## src/rtl/uart_tx_fifo.sv

```systemverilog
// uart_tx_fifo: circular byte FIFO that drains into a UART transmitter via a Start/Ready/Busy handshake
// Ports:
//   clk, rst_n            clock, asynchronous active-low reset
//   s_valid/s_data/s_ready host push interface (valid/ready)
//   flush                 synchronous clear of stored bytes and overflow
//   UART_Start, tx_data   start request and byte presented to the transmitter
//   UART_Ready, UART_Busy transmitter status
//   level                 number of stored bytes (0..DEPTH)
//   overflow              sticky: host offered a byte while full
//   tx_active             a launched frame is still in progress
module uart_tx_fifo #(
  parameter int DEPTH = 16,
  parameter int DATA_W = 8,
  localparam int AW = $clog2(DEPTH)
) (
  input  logic              clk,
  input  logic              rst_n,
  input  logic              s_valid,
  input  logic [DATA_W-1:0] s_data,
  output logic              s_ready,
  input  logic              flush,
  output logic              UART_Start,
  output logic [DATA_W-1:0] tx_data,
  input  logic              UART_Ready,
  input  logic              UART_Busy,
  output logic [AW:0]       level,
  output logic              overflow,
  output logic              tx_active
);
  localparam logic [1:0] IDLE = 2'd0, LAUNCH = 2'd1, WAIT_DONE = 2'd2;
  localparam logic [AW:0] FULL = DEPTH[AW:0];
  logic [DATA_W-1:0] r_mem [DEPTH];
  logic [AW-1:0] r_wr_ptr, r_rd_ptr;
  logic [AW:0] r_level;
  logic [1:0] r_state;
  logic r_start, r_overflow;
  logic [DATA_W-1:0] r_tx_data;
  logic w_push, w_pop, w_launch;
  assign s_ready = r_level != FULL;
  assign w_push = s_valid && s_ready && !flush;
  // The byte leaves the FIFO once the transmitter has visibly taken it.
  assign w_pop = r_state == LAUNCH && UART_Busy && !flush;
  // A flush empties the FIFO this cycle, so nothing may be launched alongside it.
  assign w_launch = r_state == IDLE && r_level != '0 && UART_Ready && !flush;
  assign UART_Start = r_start;
  assign tx_data = r_tx_data;
  assign level = r_level;
  assign overflow = r_overflow;
  assign tx_active = r_state != IDLE;
  always_ff @(posedge clk)
    if (w_push) r_mem[r_wr_ptr] <= s_data;
  always_ff @(posedge clk or negedge rst_n) begin
    if (!rst_n) begin
      r_wr_ptr <= '0;
      r_rd_ptr <= '0;
      r_level <= '0;
      r_state <= IDLE;
      r_start <= 1'b0;
      r_tx_data <= '0;
      r_overflow <= 1'b0;
    end else begin
      r_wr_ptr <= flush ? '0 : r_wr_ptr + {{(AW-1){1'b0}}, w_push};
      r_rd_ptr <= flush ? '0 : r_rd_ptr + {{(AW-1){1'b0}}, w_pop};
      r_level <= flush ? '0 : r_level + {{AW{1'b0}}, w_push} - {{AW{1'b0}}, w_pop};
      r_overflow <= !flush && (r_overflow || (s_valid && !s_ready));
      if (w_launch) r_tx_data <= r_mem[r_rd_ptr];
      r_start <= w_launch || (r_start && !UART_Busy && !flush);
      // A flush in LAUNCH abandons the byte unless the transmitter already took it.
      r_state <= w_launch ? LAUNCH :
                 r_state == LAUNCH ? (UART_Busy ? WAIT_DONE : flush ? IDLE : LAUNCH) :
                 r_state == WAIT_DONE && (UART_Busy || !UART_Ready) ? WAIT_DONE : IDLE;
    end
  end
endmodule

```

## config.mk

```make
export PLATFORM = sky130hd
export DESIGN_NAME = uart_tx_fifo
export DESIGN_NICKNAME = d
export VERILOG_FILES = /design/src/rtl/uart_tx_fifo.sv
export SDC_FILE = /design/constraint.sdc
export NUM_CORES = 1
export LEC_CHECK = 0
export CAP_MARGIN = 25
export CELL_PAD_IN_SITES_DETAIL_PLACEMENT = 1
export CELL_PAD_IN_SITES_GLOBAL_PLACEMENT = 1
export CORE_MARGIN = 5
export CORE_UTILIZATION = 29
export DETAILED_ROUTE_END_ITERATION = 6
export PLACE_DENSITY_LB_ADDON = 0.12
export SYNTH_ARGS = -nofsm -noshare
export SYNTH_HDL_FRONTEND = slang
export SYNTH_SLANG_ARGS = --single-unit
```

## constraint.sdc

```tcl
create_clock -name clk -period 6.9 [get_ports clk]
set_clock_uncertainty 0.15 [all_clocks]
set_input_delay 1.38 -clock clk [delete_from_list [all_inputs] [get_ports clk]]
set_output_delay 1.38 -clock clk [all_outputs]
set_load 0.02 [all_outputs]
```

==> impl_metrics.py <==
metrics = {
    "setup_path": {
        "cp-start-kind": "input port",
        "crit_type": "in2reg",
        "setup.worst_path.end_class": "flip-flop",
        "worstPathMaxFanout": 19,
        "worst_ep_arrival_time_ns": 4.23,
        "worst_ep_required_time_ns": 7.02,
    },
    "global_route": {
        "grt_pass1_vias": 3327,
        "met1_usage_pct": 16.49,
        "grt_max_degree": 31,
        "grt_usage_pct": 11.84,
        "grt_use_met2_pct": 18.19,
        "grt_pass1_wl_um": 20880,
        "grt_overflow": 0,
        "use_met3_pct": 2.544,
        "top_usage_layer": "met2",
        "antenna_found_initial": 0,
    },
    "synthesis": {
        "netlist-cell-type-count": 40,
        "yosys.area_share.simple_pct": 5.003,
        "synth_xor_area_share_pct": 0.8473,
        "synth_top_family_by_area": "multiplexers",
        "synthAdderAreaFrac_pct": 2.340,
        "syn_inst": 330,
        "synth_nets": 355,
        "yosysSeqAreaShare_pct": 72.06,
        "synth_area_per_cell_um2": 18.79,
        "netlist_area_um2": 6202,
        "ys_warn_count": 0,
        "synth_enable_flop_cells": 128,
        "synthFlopType": "edfxtp_1",
        "synth_compound_gate_area_share_pct": 2.602,
        "synth.ff_latch_count": 153,
        "async_flop_share_pct": 16.34,
        "synthMuxAreaShare_pct": 14.71,
    },
    "detailed_routing": {
        "antenna_left": 0,
        "routedWlPerCell_um": 20.70,
        "vias": 3060,
        "postRouteWirelength_um": 13620,
        "dr.pass1.iters": 4,
        "drc": 0,
        "drt_iter0_drc": 177,
        "viasPerCell": 4.650,
    },
    "clock_tree": {
        "cts_tree": "yes",
        "cts_root_buffer": "clkbuf_16",
        "clk_latency_ns": 0.42,
        "clkTransAtPathRegs_ns": 0.06,
        "numCtsBuffers": 17,
        "cts.sinks": 153,
        "clock_path_buffers": 2,
        "cts_resized": 0,
        "cts_setup_buffers": 0,
        "postCtsHoldBufs": 0,
        "cts_max_level": 4,
    },
    "sta": {
        "final-setup-viol-count": 0,
        "slew_violations": 0,
        "tightest_slew_ns": 0.9550,
        "max_slew_margin_pct": 36.10,
        "final-hold-violation-count": 0,
        "final.period_utilization_pct": 59.62,
        "fin_crit_ns": 4.113,
        "rsz0062_at_grt": "no",
        "fmax_mhz": 243.1,
        "tns_ns": 0,
    },
    "cells_and_area": {
        "regArea_um2": 4472,
        "final_util_pct": 35.12,
        "final_common_cell": "edfxtp_1",
        "multiInputGateArea_um2": 1582,
        "antenna_cells": 0,
        "final_cell_mix": "128 x edfxtp_1, 30 x clkdlybuf4s50_1, 25 x mux4_2",
        "area_growth_pct": 19.04,
        "nets": 395,
        "nFillCells": 2075,
        "drive_gt1_share_pct": 18.80,
    },
    "floorplan": {
        "die-area_um2": 24410,
        "row_count": 53,
        "die_h_um": 156.2,
        "core_area_um2": 21020,
        "initial_core_util_pct": 29.50,
        "ios": 31,
        "die-width_um": 156.2,
    },
    "placed_design": {
        "io_buffers": 30,
        "gp_congestion": 0.6967,
        "dp_hpwl_um": 8733,
    },
    "worst_hold_path": {
        "hp-class": "reg2reg",
    },
    "pwr": {
        "leakage_nw": 2.460,
        "ir_drop_v": 0.0001610,
        "p_per_area_nw_per_um2": 322.3,
    },
    "flow_run": {
        "max_cap_viol_count": 0,
    },
    "run_status": {
        "status": "completed",
    },
}
-- cells in the mapped netlist (5+ instances only) --
cell type,number,area (um^2)
mux2i_1,12,120.1
mux4_2,25,563.0
ha_1,10,125.1
nor2b_1,11,68.82
dfrtp_1,25,625.6
inv_1,11,41.29
nor3_1,6,30.03
mux4_1,7,183.9
a21oi_1,7,35.03
nand2_1,8,30.03
nor2_1,21,78.83
buf_2,5,25.02
edfxtp_1,128,3844
o21ai_0,5,25.02
-- where the power goes --
part | internal (mW) | total [mW] | switching [mW]
combinational | 0.174 | 0.354 | 0.180
clock | 0.555 | 0.934 | 0.379
sequential | 1.05 | 1.09 | 0.0390
total | 1.78 | 2.38 | 0.597
-- final timing paths --
| check | slack [ns] | cells past startpoint | from | endpoint |
|---|---|---|---|---|
| setup / recovery | 2.79 | 11 | flush | level[4] |
| hold / removal | 0.33 | 2 | tx_data[0] | tx_data[0] |
| setup reg to reg | 3.77 | 13 | level[2] | level[4] |
| hold reg to reg | 0.33 | 2 | tx_data[0] | tx_data[0] |
| max in group asynchronous | 5.12 | 2 | rst_n | r_rd_ptr[1] |
| min in group asynchronous | 1.19 | 2 | rst_n | tx_data[6] |
-- metal layers --
metal,routed length [um],share of wire (%)
met5,0,0
met4,211,1.5
met3,461,3.4
met2,6336,47
met1,6613,49
-- area by class of cell --
class / count / share of cell area [%]
Sequential cell: 153 / 60.57
Multi-Input combinational cell: 150 / 21.42
Clock buffer: 19 / 6.135
Timing Repair Buffer: 37 / 4.745
Tap cell: 275 / 4.660
Clock inverter: 13 / 1.915
Inverter: 11 / 0.5592
-- through the flow --
step	hold WS, ns	total power [mW]	setup WS, ns	std cells	area, um^2
2_1_floorplan	0.3538	1.319	3.267	330	6202
3_3_place_gp	0.3171	1.470	2.189	625	6784
3_5_place_dp	0.3279	1.474	2.297	626	6789
4_1_cts	0.3419	2.423	2.745	658	7383
5_1_grt	0.3581	2.496	2.469	658	7383
6_report	0.3339	2.380	2.787	658	7383
-- cells by family (layout without fill, tap and decap cells) --
logic type,after synthesis,in the layout
flops,153,153
simple gates,61,61
mux,48,48
buf+inv,27,80
compound gates,24,24
fa+ha+maj,11,11
xor+xnor,6,6
-- state kept, by name, summed over array words and instances (netlist names) --
signal,count
UART_Start,1
level,5
overflow,1
r_mem,128
r_rd_ptr,4
r_state,2
r_wr_ptr,4
tx_data,8
-- worst max-delay path, cell delays in order --
cell,delay [ns]
clkdlybuf4s50_1,0.79
or3b_1,0.63
ha_1,0.30
inv_1,0.05
ha_1,0.15
inv_1,0.05
fa_1,0.38
nor2b_1,0.16
o21bai_1,0.11
a21oi_1,0.16
nor3b_1,0.06
Note: power is estimated with default switching activity, not from simulation.
